File: config.mk
export PLATFORM = sky130hd
export DESIGN_NAME = fetch_sequencer
export DESIGN_NICKNAME = d
export VERILOG_FILES = /design/src/rtl/cpu_pkg.sv /design/src/rtl/tstate_counter.sv /design/src/rtl/fetch_sequencer.sv
export SDC_FILE = /design/constraint.sdc
export NUM_CORES = 1
export LEC_CHECK = 0
export BUFFER_PORTS_ARGS = -buffer_cell sky130_fd_sc_hd__clkbuf_2
export CAP_MARGIN = 20
export CORE_AREA = 5 5 54 56
export DETAILED_ROUTE_END_ITERATION = 8
export DIE_AREA = 0 0 59 61
export GPL_TIMING_DRIVEN = 0
export PLACE_DENSITY_LB_ADDON = 0.05
export SLEW_MARGIN = 20
export SYNTH_ARGS = -nofsm -noshare
export SYNTH_HDL_FRONTEND = slang
export SYNTH_SLANG_ARGS = --single-unit
File: constraint.sdc
create_clock -name clk -period 2.7 [get_ports clk]
set_input_delay 0 -clock clk [delete_from_list [all_inputs] [get_ports clk]]
set_output_delay 0 -clock clk [all_outputs]
set_load 0.01 [all_outputs]
File: src/rtl/cpu_pkg.sv
// Shared definitions for the 8227 core front end.
//   phase_t : sequencer phase encoding (FETCH, DECODE, ADDR, OP)
//   OPC_BRK : opcode injected in place of a fetch when an interrupt is taken
//   T_W     : width of the decoder timing codes and of the T-state index
package cpu_pkg;

    localparam int         T_W     = 3;
    localparam logic [7:0] OPC_BRK = 8'h00;

    typedef enum logic [1:0] {
        PH_FETCH  = 2'd0,
        PH_DECODE = 2'd1,
        PH_ADDR   = 2'd2,
        PH_OP     = 2'd3
    } phase_t;

endpackage

File: src/rtl/tstate_counter.sv
// Loadable T-state counter shared by the ADDR and OP phases.
// Ports:
//   clk, rst : clock, asynchronous active-high reset
//   en       : advance one T-state (ignored once the terminal state is reached)
//   load     : restart at index 0 with len cycles to run (len must be >= 1)
//   len      : number of cycles for the phase being entered
//   t_count  : cycle index within the phase, counting up from 0
//   last     : high on the final cycle of the loaded length
module tstate_counter #(
    parameter int T_W = cpu_pkg::T_W
) (
    input  logic           clk,
    input  logic           rst,
    input  logic           en,
    input  logic           load,
    input  logic [T_W-1:0] len,
    output logic [T_W-1:0] t_count,
    output logic           last
);

    logic [T_W-1:0] r_t;
    logic [T_W-1:0] r_rem;   // cycles remaining after the current one

    always_ff @(posedge clk or posedge rst) begin
        if (rst) begin
            r_t   <= '0;
            r_rem <= '0;
        end else if (load) begin
            r_t   <= '0;
            r_rem <= len - T_W'(1);
        end else if (en && (r_rem != '0)) begin
            r_t   <= r_t + T_W'(1);
            r_rem <= r_rem - T_W'(1);
        end
    end

    assign t_count = r_t;
    assign last    = (r_rem == '0);

endmodule

File: src/rtl/fetch_sequencer.sv
// Instruction-fetch and T-state sequencer for the 8227 core.
// Latches the opcode during the sync (FETCH) cycle, then runs the addressing
// and operation phases for the cycle counts the decoder returns. Pending
// NMI/IRQ requests replace the fetched opcode with BRK at the boundary.
// Ports:
//   clk, rst      : clock, asynchronous active-high reset
//   rdy           : bus ready, low freezes all state
//   data_in       : data bus, opcode during the sync cycle
//   addr_timing   : decoder addressing-phase length (sampled in DECODE)
//   op_timing     : decoder operation-phase length, 0 treated as 1
//   nmi_req       : NMI pending (level); irq_req/irq_mask : IRQ pending / I flag
//   opcode        : instruction register
//   phase         : current phase (phase_t)
//   t_count       : cycle index within ADDR/OP, 0 elsewhere
//   sync          : high in FETCH
//   pc_inc        : combinational PC increment request for a real fetch
//   int_ack       : {nmi,irq} one-cycle acknowledge, high during DECODE
module fetch_sequencer #(
    parameter int T_W = cpu_pkg::T_W
) (
    input  logic           clk,
    input  logic           rst,
    input  logic           rdy,
    input  logic [7:0]     data_in,
    input  logic [T_W-1:0] addr_timing,
    input  logic [T_W-1:0] op_timing,
    input  logic           nmi_req,
    input  logic           irq_req,
    input  logic           irq_mask,
    output logic [7:0]     opcode,
    output logic [1:0]     phase,
    output logic [T_W-1:0] t_count,
    output logic           sync,
    output logic           pc_inc,
    output logic [1:0]     int_ack
);

    import cpu_pkg::*;

    phase_t         r_phase;
    phase_t         w_next_phase;
    logic [7:0]     r_opcode;
    logic [1:0]     r_int_ack;
    logic [T_W-1:0] r_o_len;
    logic           w_inject;
    logic           w_ctr_load;
    logic           w_ctr_en;
    logic           w_last;
    logic [T_W-1:0] w_ctr_len;
    logic [T_W-1:0] w_o_len1;
    logic [T_W-1:0] w_op_len1;

    assign w_inject  = nmi_req | (irq_req & ~irq_mask);
    assign w_o_len1  = (r_o_len   == '0) ? T_W'(1) : r_o_len;
    assign w_op_len1 = (op_timing == '0) ? T_W'(1) : op_timing;

    always_ff @(posedge clk or posedge rst) begin
        if (rst) begin
            r_phase <= PH_FETCH;
        end else if (rdy) begin
            r_phase <= w_next_phase;
        end
    end

    // The counter is reloaded on every phase exit so it always reads 0 in
    // FETCH/DECODE; its load on leaving DECODE captures the addressing length.
    always_comb begin
        w_next_phase = r_phase;
        w_ctr_load   = 1'b0;
        w_ctr_en     = 1'b0;
        w_ctr_len    = T_W'(1);
        case (r_phase)
            PH_FETCH: begin
                w_next_phase = PH_DECODE;
            end
            PH_DECODE: begin
                w_ctr_load = rdy;
                if (addr_timing != '0) begin
                    w_next_phase = PH_ADDR;
                    w_ctr_len    = addr_timing;
                end else begin
                    w_next_phase = PH_OP;
                    w_ctr_len    = w_op_len1;
                end
            end
            PH_ADDR: begin
                if (w_last) begin
                    w_next_phase = PH_OP;
                    w_ctr_load   = rdy;
                    w_ctr_len    = w_o_len1;
                end else begin
                    w_ctr_en = rdy;
                end
            end
            PH_OP: begin
                if (w_last) begin
                    w_next_phase = PH_FETCH;
                    w_ctr_load   = rdy;
                end else begin
                    w_ctr_en = rdy;
                end
            end
            default: begin
                w_next_phase = PH_FETCH;
            end
        endcase
    end

    always_ff @(posedge clk or posedge rst) begin
        if (rst) begin
            r_opcode  <= OPC_BRK;
            r_int_ack <= '0;
            r_o_len   <= '0;
        end else begin
            r_int_ack <= '0;
            if (rdy) begin
                if (r_phase == PH_FETCH) begin
                    if (w_inject) begin
                        r_opcode  <= OPC_BRK;
                        r_int_ack <= nmi_req ? 2'b10 : 2'b01;
                    end else begin
                        r_opcode <= data_in;
                    end
                end else if (r_phase == PH_DECODE) begin
                    r_o_len <= op_timing;
                end
            end
        end
    end

    tstate_counter #(
        .T_W (T_W)
    ) u_tstate (
        .clk     (clk),
        .rst     (rst),
        .en      (w_ctr_en),
        .load    (w_ctr_load),
        .len     (w_ctr_len),
        .t_count (t_count),
        .last    (w_last)
    );

    assign opcode  = r_opcode;
    assign phase   = r_phase;
    assign sync    = (r_phase == PH_FETCH);
    assign pc_inc  = sync & rdy & ~w_inject;
    assign int_ack = r_int_ack;

endmodule
# [Word level (Yosys, flattened, before mapping)]
# Index checks and enable logic that the tools add are counted.
[totals] regBits=21 latch_bits=0 ramBits=0 mem_bits_ro=0 in_bits=20 out_inout_bits=17 word_cells=55 n_memories=0
[classes] add_sub_neg=3 n_mul=0 div_mod_pow=0 n_lt_le_gt_ge=0 eq_ne=5 shifts=0 muxes=22 n_bitwise=7 n_reduce_logical=12
[ops] operator="3-bit two-way mux" count=8
[ops] operator="2-bit two-way mux" count=6
[ops] operator="3-bit logical NOT" count=3
[ops] operator="8-bit two-way mux" count=1
[ops] operator="2-bit one-hot mux with 4 select lines" count=1
[ops] operator="3-bit one-hot mux with 2 select lines" count=1
[ops] operator="3-bit AND reduction" count=2
[ops] operator="3-bit nonzero test" count=2
[ops] operator="3-bit by 1-bit subtractor with 3-bit output, second input constant" count=2
[ops] operator="2-bit equality test, second input constant" count=2
[ops] operator="1-bit two-way mux" count=4
[ops] operator="2-bit by 1-bit != test with 1-bit output, second input constant" count=2
[ops] operator="3-bit by 1-bit adder with 3-bit output, second input constant" count=1
[ops] operator="1-bit AND" count=3
[ops] operator="1-bit inverter" count=3
[ops] operator="2-bit by 1-bit equality test with 1-bit output, second input constant" count=1
[ops] operator="2-bit logical NOT" count=1
[ops] operator="1-bit one-hot mux with 2 select lines" count=1
[ops] operator="2-bit AND reduction" count=1
[ops] operator="2-bit nonzero test" count=1
[ops] operator="2-bit OR reduction" count=1
[ops] operator="1-bit logical AND" count=1
[ops] operator="1-bit OR" count=1

# [Logic depth before layout (Yosys ltp)]
# Gate-level depths: netlist of run 1.
[logic_depth] word_depth=6 depth_mapped=12 mapped_depth_nobuf=11

# [Hierarchy]
# From an unflattened synthesis of run 1, not the netlist that was laid out.
[unflattened] cells_unflattened=98 area_unflattened_um2=1118.6
[modules_own_cells] module="fetch_sequencer" instances=1 cells_each=64 area_per_inst_um2=769.5 seq_area_each_um2=375.4
[modules_own_cells] module="tstate_counter" instances=1 cells_each=34 area_per_inst_um2=349.1 seq_area_each_um2=150.1

# [Worst setup path after synthesis of run 1]
# No wires, ideal clock.
[synth_path] path_type="flip-flop to flip-flop" startpoint="register r_phase[0], in the netlist phase[0]" endpoint="register u_tstate.r_rem[2]" setup_time_ns=0.134 t_arrival_ns=2.170 required_ns=2.566 path_slack_ns=0.396 path_stages_with_launch=13 cell_sequence="dfrtp_1 -> inv_1 -> ha_1 -> clkbuf_1 -> nand3b_1 -> o41ai_4 -> nand2_1 -> a21oi_1 -> a21oi_1 -> ha_1 -> nor2b_1 -> o21ai_0 -> o211ai_1"
[synth_via] elab_chain_len=5 elab_cells_between_ends=11 classes_between="add/sub (1); eq/ne (3); mux (4); reduce/logical (3)"
[synth_lines] item="start: declaration" line_no="fetch_sequencer.sv:40" text="phase_t r_phase;"
[synth_lines] item="start signal: assignment" line_no="fetch_sequencer.sv:61" text="r_phase <= w_next_phase;"
[synth_lines] item="branches (longest 5 deep; another with 3-bit by 1-bit subtractor with 3-bit output)"
[synth_lines] item="end signal: assignment" line_no="tstate_counter.sv:30" text="r_rem <= len - T_W'(1);"
[synth_lines] item="end signal: assignment" line_no="tstate_counter.sv:33" text="r_rem <= r_rem - T_W'(1);"
[synth_lines] item="end: declaration" line_no="tstate_counter.sv:22" text="logic [T_W-1:0] r_rem;"
# Parallel ways; which one is timed is not known.
# A chain may end at the register's enable or synchronous reset.

# [Worst setup path in the final report of run 1]
# Same ends and word-level chain as after synthesis.

==> results of run 1 <==
[worst min-delay path by stage]
| stage | end | slack, ns | cells after the start |
|---|---|---|---|
| 2_1_floorplan | int_ack[0] | -0.02 | 1 |
| 3_3_place_gp | u_tstate.t_count[2] | 0.17 | 2 |
| 3_5_place_dp | u_tstate.t_count[0] | 0.18 | 2 |
| 4_1_cts | u_tstate.t_count[1] | 0.05 | 3 |
| 5_1_grt | int_ack[1] | 0.1 | 2 |
| 6_report | u_tstate.t_count[1] | 0.07 | 3 |
[sequential cells by signal, summed over array words and instances (netlist names)]
register and flops:
opcode 8, r_o_len 3, u_tstate.r_rem 3, int_ack 2
phase 2, u_tstate.t_count 3
[cell usage after synthesis]
| library cell | instances |
|---|---|
| or3_4 | 1 |
| a22o_1 | 8 |
| nor2b_1 | 2 |
| nand3_1 | 4 |
| nor3_2 | 1 |
| clkbuf_1 | 2 |
| nor2_1 | 7 |
| nand3b_1 | 1 |
| nor3b_1 | 2 |
| nor4b_1 | 1 |
| o31ai_1 | 4 |
| o211ai_1 | 1 |
| nand4_1 | 1 |
| o211ai_2 | 1 |
| ha_1 | 6 |
| dfrtp_1 | 21 |
| a221o_1 | 1 |
| a21oi_1 | 3 |
| xor2_1 | 3 |
| o41ai_4 | 1 |
| nand2b_1 | 1 |
| nand2_1 | 7 |
| and3_1 | 2 |
| mux2_2 | 4 |
| inv_1 | 4 |
| o21ai_0 | 8 |
| a21boi_0 | 1 |
| nor3_1 | 1 |
[power by group through the flow]
| stage | clock, W | sequential (W) | combinational [W] |
|---|---|---|---|
| 2_1_floorplan | 0 | 0.000586 | 0.000463 |
| 3_3_place_gp | 0 | 0.000555 | 0.000695 |
| 4_1_cts | 0.000172 | 0.000554 | 0.000728 |
| 5_1_grt | 0.000186 | 0.000570 | 0.000830 |
| 3_5_place_dp | 0 | 0.000557 | 0.000712 |
| 6_report | 0.000161 | 0.000554 | 0.000728 |
[worst register-to-register path, cell delays in order (launching register included)]
cell and delay [ns]:
dfrtp_1 0.46, inv_1 0.09, ha_1 0.21, clkbuf_1 0.21
o41ai_4 0.55, nand4_1 0.20, o21ai_0 0.13, ha_1 0.21
nor2b_1 0.05, o21ai_0 0.14, o211ai_1 0.10
[final cells by class]
type,count,area (µm²)
plain buffers,2,7.507
clock buffers,3,22.52
clock inverters,1,7.507
fillers,227,907.1
inverters,4,15.01
multi-input cells,72,534.3
flip-flops and latches,21,525.5
well taps,30,37.54
repair buffers,51,330.3
[repair_timing]
item,4_1_cts,5_1_grt
buffers inserted,0,2
hold buffers,14,0
endpoints found under the setup margin,0,1
hold endpoints to repair,34,0
[per-stage QoR]
stage	setup WS [ns]	instances	instance area (µm²)	hold slack [ns]	power (W)
after floorplan	0.3963	99	1082	-0.02347	0.001049
after global placement	0.2454	164	1295	0.1687	0.001250
after detailed placement	0.1867	164	1295	0.1804	0.001269
after CTS	0.1628	182	1465	0.05474	0.001454
after global routing	0.01238	184	1480	0.09657	0.001585
final	0.2378	184	1480	0.07004	0.001443
[cell families after synthesis]
family / count (synthesis)
xor+xnor: 3
simple gates: 31
compound gates: 28
buf+inv: 6
mux: 4
fa+ha+maj: 6
flops: 21
[metal layers]
| metal | wire [µm] | share of wire [%] | vias up | global-route usage (%) |
|---|---|---|---|---|
| met2 | 1102 | 47 | 32 | 25.08 |
| met3 | 163 | 6.9 | 2 | 5.532 |
| met5 | 0 | 0 | - | 0 |
| met1 | 1084 | 46 | 432 | 19.44 |
| met4 | 13 | 0.55 | 0 | 2.913 |
| li1 | - | - | 472 | - |
==> flow_metrics.env, run 1 <==
export IMPL_status="completed"
export IMPL_yosysWarnings=0
export IMPL_cp_buffers_inverters=2
export IMPL_cp_top_family="compound AO/OA/AOI/OAI gates"
export IMPL_pin_count=37
export IMPL_path_depth=10
export IMPL_yosysTopAreaCell="dfrtp_1"
export IMPL_gp_congestion=0.8196
export IMPL_synth_simple_area_share_pct=15.49
export IMPL_crit_arrival_ns=2.66
export IMPL_grtUsageTotal_pct=15.23
export IMPL_cp_start_kind="flop"
export IMPL_clk_pin_slew_worst_paths_ns=0.13
export IMPL_cts_resized=0
export IMPL_hpwl_um=1773
export IMPL_totalWireLength_um=2364
export IMPL_start_util_pct=45.34
export IMPL_finalHoldViolations=0
export IMPL_synth_xor_area_share_pct=2.428
export IMPL_die_height_um=61
export IMPL_powerDensity_mw_per_mm2=974.6
export IMPL_final_period_utilization_pct=91.19
export IMPL_drc=0
export IMPL_final_net_count=181
export IMPL_synthMuxAreaShare_pct=4.162
export IMPL_rows=18
export IMPL_setup_viol=0
export IMPL_critPathMaxStageDelay_ns=0.54
export IMPL_rsz0062_at_grt="false"
export IMPL_skew_ns=0.005788
export IMPL_peakVddDrop_uv=628.2
export IMPL_slew_headroom_pct=48.25
export IMPL_reg2reg_setup_slack_ns=0.24
export IMPL_num_antenna_cells=0
export IMPL_die_area_mm2=0.003599
export IMPL_synth_fa_ha_area_share_pct=6.936
export IMPL_drive_gt1_share_pct=31.82
export IMPL_htreeDepth=1
export IMPL_clock_latency_ns=0.31
export IMPL_synth_compound_area_share_pct=20.35
export IMPL_synth_top_family_by_area="compound AO/OA/AOI/OAI gates"
export IMPL_timing_hold_worst_class="in2reg"
export IMPL_endpoint="u_tstate.r_rem[2]"
export IMPL_netlist_top_cells_area="dfrtp_1 (49%), ha_1 (6.9%), a22o_1 (6.5%)"
export IMPL_grt_pass1_wl_um=4133
export IMPL_fmaxAchievable_mhz=406.1
export IMPL_ys_seq_elements=21
export IMPL_pwr_share_seq_pct=38.4
export IMPL_cp_end_kind="flop"
export IMPL_p_leak_nw=0.7343
export IMPL_rr_worst_depth=10
export IMPL_syn2layout_area_growth_pct=36.76
export IMPL_drv_cap=0
export IMPL_syn_area_mm2=0.001082
export IMPL_cts_made_buffers=3
export IMPL_crit_type="reg2reg"
export IMPL_drt_initial_drc_count=17
export IMPL_seq_area_frac_synth_pct=48.55
export IMPL_synth_top_cell_area_share_pct=48.55
export IMPL_hold_start="rdy"
export IMPL_worst_path_max_delay_cell="o41ai_4"
export IMPL_worst_pin_slew_ns=0.7754
export IMPL_cts_tree="yes"
export IMPL_dr_pass1_iters=4
export IMPL_core_mm2=0.002387
export IMPL_chipWidth_um=59
export IMPL_p_clk_share_pct=11.1
export IMPL_detail_route_antenna_nets=0
export IMPL_via_per_inst=5.098
export IMPL_cts_root_buf="clkbuf_4"
export IMPL_p_sw_share_pct=41.63
export IMPL_crit_required_ns=2.90
export IMPL_crit_fanout=8
export IMPL_post_route_util_pct=62.00
export IMPL_crit_path_cell_trace="inv_1 -> ha_1 -> clkbuf_1 -> o41ai_4 -> nand4_1 -> o21ai_0 -> ha_1 -> nor2b_1 -> o21ai_0 -> o211ai_1"
export IMPL_clk_path_buf_depth=2
export IMPL_post_drt_wl_per_cell_um=12.85
export IMPL_antenna_found_initial=0
export IMPL_grt_pass1_vias=915
export IMPL_r2r_start="phase[0]"
export IMPL_power_internal_w=0.0008420
export IMPL_cp_startpoint="phase[0]"
export IMPL_clock_sinks=21
export IMPL_layout_commonest_cell="clkbuf_2"
export IMPL_synthDistinctLibCells=28
export IMPL_netlist_instances=99
export IMPL_synth_area_per_cell_um2=10.93
export IMPL_post_route_min_period_ns=2.462
export IMPL_grt_start_max_net_pins=22
export IMPL_grt_overflow=0
export IMPL_numPortBuffers=35
export IMPL_setup_tns_ns=0
export IMPL_r2r_end="u_tstate.r_rem[2]"
export IMPL_power_switching_w=0.0006005
export IMPL_maxSlewViolCount=0
export IMPL_mostFrequentLayoutCells="clkbuf_2 (35), dfrtp_1 (21), dlygate4sd3_1 (14), o21ai_0 (8), a22o_1 (8)"
export IMPL_pwr_share_comb_pct=50.5
export IMPL_synth_nets=125
export IMPL_vias=938
Note: power is estimated with default switching activity, not from simulation.
==> run 2, diff against run 1 <==
--- a/config.mk
+++ b/config.mk
@@ -7,9 +7,9 @@
 export LEC_CHECK = 0
 export BUFFER_PORTS_ARGS = -buffer_cell sky130_fd_sc_hd__clkbuf_2
 export CAP_MARGIN = 20
-export CORE_AREA = 5 5 54 56
+export CORE_AREA = 5 5 63 65
 export DETAILED_ROUTE_END_ITERATION = 8
-export DIE_AREA = 0 0 59 61
+export DIE_AREA = 0 0 68 70
 export GPL_TIMING_DRIVEN = 0
 export PLACE_DENSITY_LB_ADDON = 0.05
 export SLEW_MARGIN = 20
==> constraint.sdc (replaced) <==
create_clock -name clk -period 2.3 [get_ports clk]
set_input_delay 0 -clock clk [delete_from_list [all_inputs] [get_ports clk]]
set_output_delay 0 -clock clk [all_outputs]
set_load 0.01 [all_outputs]
==> flow_metrics.env, run 2 (synthesis results as in run 1) <==
export IMPL_chipWidth_um=68
export IMPL_p_sw_share_pct=40.93
export IMPL_timing_hold_worst_class="in2reg"
export IMPL_cp_start_kind="flop"
export IMPL_place_area_mm2=0.001316
export IMPL_grt_pass1_wl_um=4353
export IMPL_slew_headroom_pct=46.34
export IMPL_worst_pin_slew_ns=0.8040
export IMPL_worst_path_max_delay_cell="dfrtp_1"
export IMPL_core_mm2=0.003284
export IMPL_post_route_min_period_ns=2.135
export IMPL_pwr_share_comb_pct=53.0
export IMPL_largest_register_ffs=8
export IMPL_finalHoldViolations=0
export IMPL_p_clk_share_pct=10.7
export IMPL_numPortBuffers=35
export IMPL_powerDensity_mw_per_mm2=1143
export IMPL_crit_path_cell_trace="or3_4 -> o41ai_4 -> nand4_1 -> o21ai_1 -> ha_2 -> nor2b_1 -> o21ai_0 -> o211ai_1"
export IMPL_grt_overflow=0
export IMPL_post_route_util_pct=47.28
export IMPL_via_per_inst=4.735
export IMPL_clk_pin_slew_worst_paths_ns=0.13
export IMPL_cts_made_buffers=3
export IMPL_cts_tree="yes"
export IMPL_drive_gt1_share_pct=36.71
export IMPL_syn2layout_area_growth_pct=43.47
export IMPL_critPathMaxStageDelay_ns=0.43
export IMPL_p_leak_nw=0.7567
export IMPL_grt_start_max_net_pins=22
export IMPL_power_internal_w=0.001048
export IMPL_grtUsageTotal_pct=11.71
export IMPL_die_height_um=70
export IMPL_drt_initial_drc_count=21
export IMPL_final_period_utilization_pct=92.81
export IMPL_start_util_pct=32.95
export IMPL_drv_cap=0
export IMPL_detail_route_antenna_nets=0
export IMPL_crit_arrival_ns=2.34
export IMPL_fin_cells=204
export IMPL_setup_viol=0
export IMPL_gp_congestion=0.7529
export IMPL_crit_fanout=4
export IMPL_maxSlewViolCount=0
export IMPL_grt_pass1_vias=969
export IMPL_clock_sinks=21
export IMPL_skew_ns=0.003018
export IMPL_crit_required_ns=2.50
export IMPL_rows=21
export IMPL_mostFrequentLayoutCells="clkbuf_2 (35), dfrtp_1 (20), dlygate4sd3_1 (14), a22o_1 (8)"
export IMPL_cts_root_buf="clkbuf_4"
export IMPL_pwr_share_seq_pct=36.3
export IMPL_route_met3_wl_um=78
export IMPL_status="completed"
export IMPL_layout_commonest_cell="clkbuf_2"
export IMPL_hpwl_um=1874
export IMPL_crit_type="reg2reg"
export IMPL_clock_latency_ns=0.31
export IMPL_drc=0
export IMPL_htreeDepth=1
export IMPL_holdWs_ns=0.06173
export IMPL_totalWireLength_um=2624
export IMPL_vias=966
export IMPL_clk_path_buf_depth=2
export IMPL_cp_top_family="compound AO/OA/AOI/OAI gates"
export IMPL_dr_pass1_iters=2
export IMPL_fmaxAchievable_mhz=468.5
export IMPL_peakVddDrop_uv=361.1
export IMPL_postLayoutCellArea_mm2=0.001553
export IMPL_cp_end_kind="flop"
export IMPL_num_antenna_cells=0
export IMPL_highest_layer="met4"
export IMPL_antenna_found_initial=0
export IMPL_post_drt_wl_per_cell_um=12.86
export IMPL_cp_buffers_inverters=0
export IMPL_dp_cells=180
export IMPL_final_net_count=185
export IMPL_pin_count=37
export IMPL_die_area_mm2=0.004760
export IMPL_wl_met2_um=1319
export IMPL_m1WireLength_um=1181
export IMPL_power_switching_w=0.0007261
## run 2: metrics by stage
| stage | setup WS, ns | total power, W | TNS [ns] |
|---|---|---|---|
| 3_5_place_dp | -0.1861 | 0.001501 | -0.2154 |
| 4_1_cts | 0.006455 | 0.001735 | 0 |
| 6_report | 0.1654 | 0.001774 | 0 |
| 2_1_floorplan | 0.05403 | 0.001234 | 0 |
| 3_3_place_gp | -0.1651 | 0.001481 | -0.1734 |
| 5_1_grt | -0.02301 | 0.001922 | -0.02301 |
## run 2: per-layer routing
| layer | vias to the layer above | track usage, % |
|---|---|---|
| li1 | 483 | - |
| met1 | 462 | 15.08 |
| met2 | 16 | 19.06 |
| met3 | 5 | 1.923 |
| met4 | 0 | 4.636 |
| met5 | - | 0 |
## run 2: power by group through the flow
stage          clock network, W  registers (W)  logic, W
2_1_floorplan                 0       0.000687  0.000546
3_3_place_gp                  0       0.000652  0.000829
3_5_place_dp                  0       0.000660  0.000842
4_1_cts                0.000199       0.000651  0.000885
5_1_grt                0.000207       0.000666   0.00105
6_report               0.000189       0.000645  0.000940
## run 2: final timing paths
check | from | end | cells after the start | slack [ns]
max | u_tstate.r_rem[1] | u_tstate.r_rem[2] | 8 | 0.17
max reg2reg | u_tstate.r_rem[1] | u_tstate.r_rem[2] | 8 | 0.17
min reg2reg | opcode[7] | opcode[7] | 1 | 0.52
min in group asynchronous | rst | opcode[6] | 3 | 0.36
max in group asynchronous | rst | phase[0] | 3 | 1.40
min | rdy | u_tstate.t_count[1] | 3 | 0.06
## run 2: worst register-to-register path, delay by kind of cell (launching register included)
| family | cells | cell delay, ns |
|---|---|---|
| fa+ha+maj | 1 | 0.21 |
| simple gates | 3 | 0.64 |
| flops | 1 | 0.43 |
| compound gates | 4 | 0.74 |
## run 2: area by class of cell
| type | count | area [µm²] |
|---|---|---|
| Fill cell | 327 | 1732 |
| Multi-Input combinational cell | 72 | 551.8 |
| Sequential cell | 21 | 526.8 |
| Timing Repair Buffer | 55 | 360.3 |
| Tap cell | 46 | 57.56 |
| Clock buffer | 3 | 22.52 |
| Inverter | 4 | 15.01 |
| Buffer | 2 | 11.26 |
| Clock inverter | 1 | 7.507 |
## run 2: repair_timing
action / 4_1_cts / 5_1_grt
resized for setup: 1 / 7
hold endpoints to repair: 34 / 0
pin swaps: 1 / 1
buffers inserted: 2 / 4
endpoints found under the setup margin: 3 / 3
hold buffers: 14 / 0
==> run 3, diff against run 2 <==
--- a/config.mk
+++ b/config.mk
@@ -5,11 +5,12 @@
 export SDC_FILE = /design/constraint.sdc
 export NUM_CORES = 1
 export LEC_CHECK = 0
+export ABC_AREA = 1
 export BUFFER_PORTS_ARGS = -buffer_cell sky130_fd_sc_hd__clkbuf_2
 export CAP_MARGIN = 20
-export CORE_AREA = 5 5 63 65
+export CORE_AREA = 5 5 64 66
 export DETAILED_ROUTE_END_ITERATION = 8
-export DIE_AREA = 0 0 68 70
+export DIE_AREA = 0 0 69 71
 export GPL_TIMING_DRIVEN = 0
 export PLACE_DENSITY_LB_ADDON = 0.05
 export SLEW_MARGIN = 20
==> flow_metrics.env, run 3 <==
export IMPL_clock_sinks=21
export IMPL_skew_ns=0.01287
export IMPL_totalWireLength_um=2740
export IMPL_synth_nets=153
export IMPL_crit_fanout=10
export IMPL_slew_headroom_pct=44.92
export IMPL_m1WireLength_um=1232
export IMPL_synth_most_common_cell="nand2_1"
export IMPL_pwr_share_seq_pct=36.0
export IMPL_clock_latency_ns=0.31
export IMPL_via_per_inst=4.443
export IMPL_grt_pass1_vias=1118
export IMPL_critPathMaxStageDelay_ns=0.57
export IMPL_p_sw_share_pct=44.45
export IMPL_worst_path_max_delay_cell="dlygate4sd3_1"
export IMPL_power_internal_w=0.0009932
export IMPL_rsz0062_at_grt="false"
export IMPL_yosysTopAreaCell="dfrtp_1"
export IMPL_layout_commonest_cell="clkbuf_2"
export IMPL_die_height_um=71
export IMPL_mostFrequentLayoutCells="clkbuf_2 (36), nand2_1 (24), dfrtp_1 (21), inv_1 (16), dlygate4sd3_1 (15)"
export IMPL_drt_initial_drc_count=29
export IMPL_grt_start_max_net_pins=22
export IMPL_cp_end_kind="flop"
export IMPL_num_antenna_cells=0
export IMPL_grt_overflow=0
export IMPL_clk_pin_slew_worst_paths_ns=0.13
export IMPL_die_area_mm2=0.004899
export IMPL_setup_tns_ns=0
export IMPL_crit_required_ns=2.49
export IMPL_clk_path_buf_depth=2
export IMPL_worst_pin_slew_ns=0.8253
export IMPL_cts_root_buf="clkbuf_4"
export IMPL_cp_start_kind="flop"
export IMPL_htreeDepth=1
export IMPL_chipWidth_um=69
export IMPL_setup_viol=0
export IMPL_core_mm2=0.003523
export IMPL_hpwl_um=2085
export IMPL_async_reset_ff_share_pct=100.0
export IMPL_rows=22
export IMPL_ys_flop_type="dfrtp_1"
export IMPL_drc=0
export IMPL_largest_register_ffs=8
export IMPL_p_leak_nw=0.8286
export IMPL_vias=1022
export IMPL_antenna_found_initial=0
export IMPL_status="completed"
export IMPL_final_net_count=209
export IMPL_post_drt_wl_per_cell_um=11.91
export IMPL_cts_made_buffers=3
export IMPL_powerDensity_mw_per_mm2=1166
export IMPL_netlist_instances=127
export IMPL_grtUsageTotal_pct=12.38
export IMPL_place_area_mm2=0.001356
export IMPL_finalHoldViolations=0
export IMPL_wl_met2_um=1345
export IMPL_final_period_utilization_pct=88.54
export IMPL_highest_layer="met4"
export IMPL_maxSlewViolCount=0
export IMPL_grt_pass1_wl_um=5002
export IMPL_route_met3_wl_um=140
export IMPL_detail_route_antenna_nets=0
export IMPL_crit_path_cell_trace="inv_1 -> ha_1 -> nand2_1 -> clkbuf_1 -> nor4_1 -> dlygate4sd3_1"
export IMPL_ys_top_cells_by_count="nand2_1 (24), dfrtp_1 (21), inv_1 (16)"
export IMPL_crit_arrival_ns=2.23
export IMPL_nFillCells=378
export IMPL_start_util_pct=31.68
export IMPL_drive_gt1_share_pct=29.67
export IMPL_numPortBuffers=36
export IMPL_gp_congestion=0.7423
export IMPL_post_route_min_period_ns=2.036
export IMPL_postLayoutCellArea_mm2=0.001533
export IMPL_pwr_share_comb_pct=53.8
export IMPL_ys_seq_elements=21
export IMPL_fmaxAchievable_mhz=491.1
export IMPL_netlist_top_cells_area="dfrtp_1 (47%), nand2_1 (8.1%), ha_1 (6.7%)"
export IMPL_p_clk_share_pct=10.2
export IMPL_yosysWarnings=0
export IMPL_syn_area_mm2=0.001116
export IMPL_cts_tree="yes"
export IMPL_synth_area_per_cell_um2=8.788
export IMPL_seq_area_frac_synth_pct=47.09
export IMPL_dr_pass1_iters=4
export IMPL_synth_edff_count=0
export IMPL_syn2layout_area_growth_pct=37.33
export IMPL_synth_top_cell_area_share_pct=47.09
export IMPL_pin_count=37
export IMPL_power_switching_w=0.0007947
export IMPL_peakVddDrop_uv=478.3
export IMPL_synthDistinctLibCells=23
export IMPL_crit_type="reg2reg"
export IMPL_timing_hold_worst_class="in2reg"
export IMPL_drv_cap=0
-- run 3: area by class of cell --
cell class	count	area (µm²)	share of cell area [%]
plain buffers	1	3.754	0.2449
flip-flops and latches	21	525.5	34.29
repair buffers	51	330.3	21.55
well taps	48	60.06	3.918
inverters	21	81.33	5.306
clock buffers	4	26.28	1.714
multi-input cells	84	505.5	32.98
-- run 3: what timing repair did --
action	in CTS	in global routing
buffers inserted	0	0
hold endpoints to repair	34	0
hold buffers	15	0
resized for setup	0	0
-- run 3: cell families (layout without fill, tap and decap cells) --
| family | after synthesis | in the layout | share of synthesized area (%) |
|---|---|---|---|
| AND/OR/NAND/NOR | 50 | 50 | 21.86 |
| AO/OA/AOI/OAI | 27 | 27 | 15.92 |
| buffers and inverters | 22 | 77 | 7.623 |
| flip-flops | 21 | 21 | 47.08 |
| adder cells (fa/ha/maj) | 6 | 6 | 6.726 |
| XOR/XNOR | 1 | 1 | 0.7849 |
-- run 3: per-stage QoR --
stage	setup WS, ns	std cells	total power [W]	util (%)	hold slack, ns
after floorplan	0.4609	127	0.001312	-	-0.02347
after global placement	0.4035	211	0.001586	38.49	0.1734
after detailed placement	0.3454	211	0.001606	38.49	0.1821
after CTS	0.2501	230	0.001819	43.50	0.09583
after global routing	0.01779	230	0.002001	43.50	0.1274
final	0.2636	230	0.001788	43.50	0.09743
-- run 3: final timing paths --
path                           start                end  slack (ns)  depth (start not counted)
setup / recovery            phase[0]         int_ack[0]        0.26                          6
hold / removal                   rdy           phase[1]         0.1                          5
setup reg to reg            phase[0]         int_ack[0]        0.26                          6
hold reg to reg            opcode[6]          opcode[6]        0.52                          1
max in group asynchronous        rst          opcode[4]        1.41                          3
min in group asynchronous        rst  u_tstate.r_rem[0]        0.37                          3
-- run 3: power by group through the flow --
| stage | Combinational, W | Clock [W] | Sequential [W] |
|---|---|---|---|
| floorplan | 0.000624 | 0 | 0.000687 |
| global placement | 0.000940 | 0 | 0.000646 |
| detailed placement | 0.000953 | 0 | 0.000653 |
| CTS | 0.000979 | 0.000194 | 0.000646 |
| global route | 0.00112 | 0.000209 | 0.000669 |
| finish | 0.000961 | 0.000183 | 0.000644 |
-- run 3: layer usage --
layer	global-route usage (%)	vias to the layer above
li1	-	526
met1	14.86	473
met2	21.29	21
met3	3.267	2
met4	4.555	0
met5	0	-
-- run 3: worst max-delay path, delay by kind of cell, from the launching register on --
family                     cells  cell delay, ns
adders and majority gates      1            0.26
buffers and inverters          3            1.04
DFF                            1            0.44
and+or+nand+nor                2            0.19
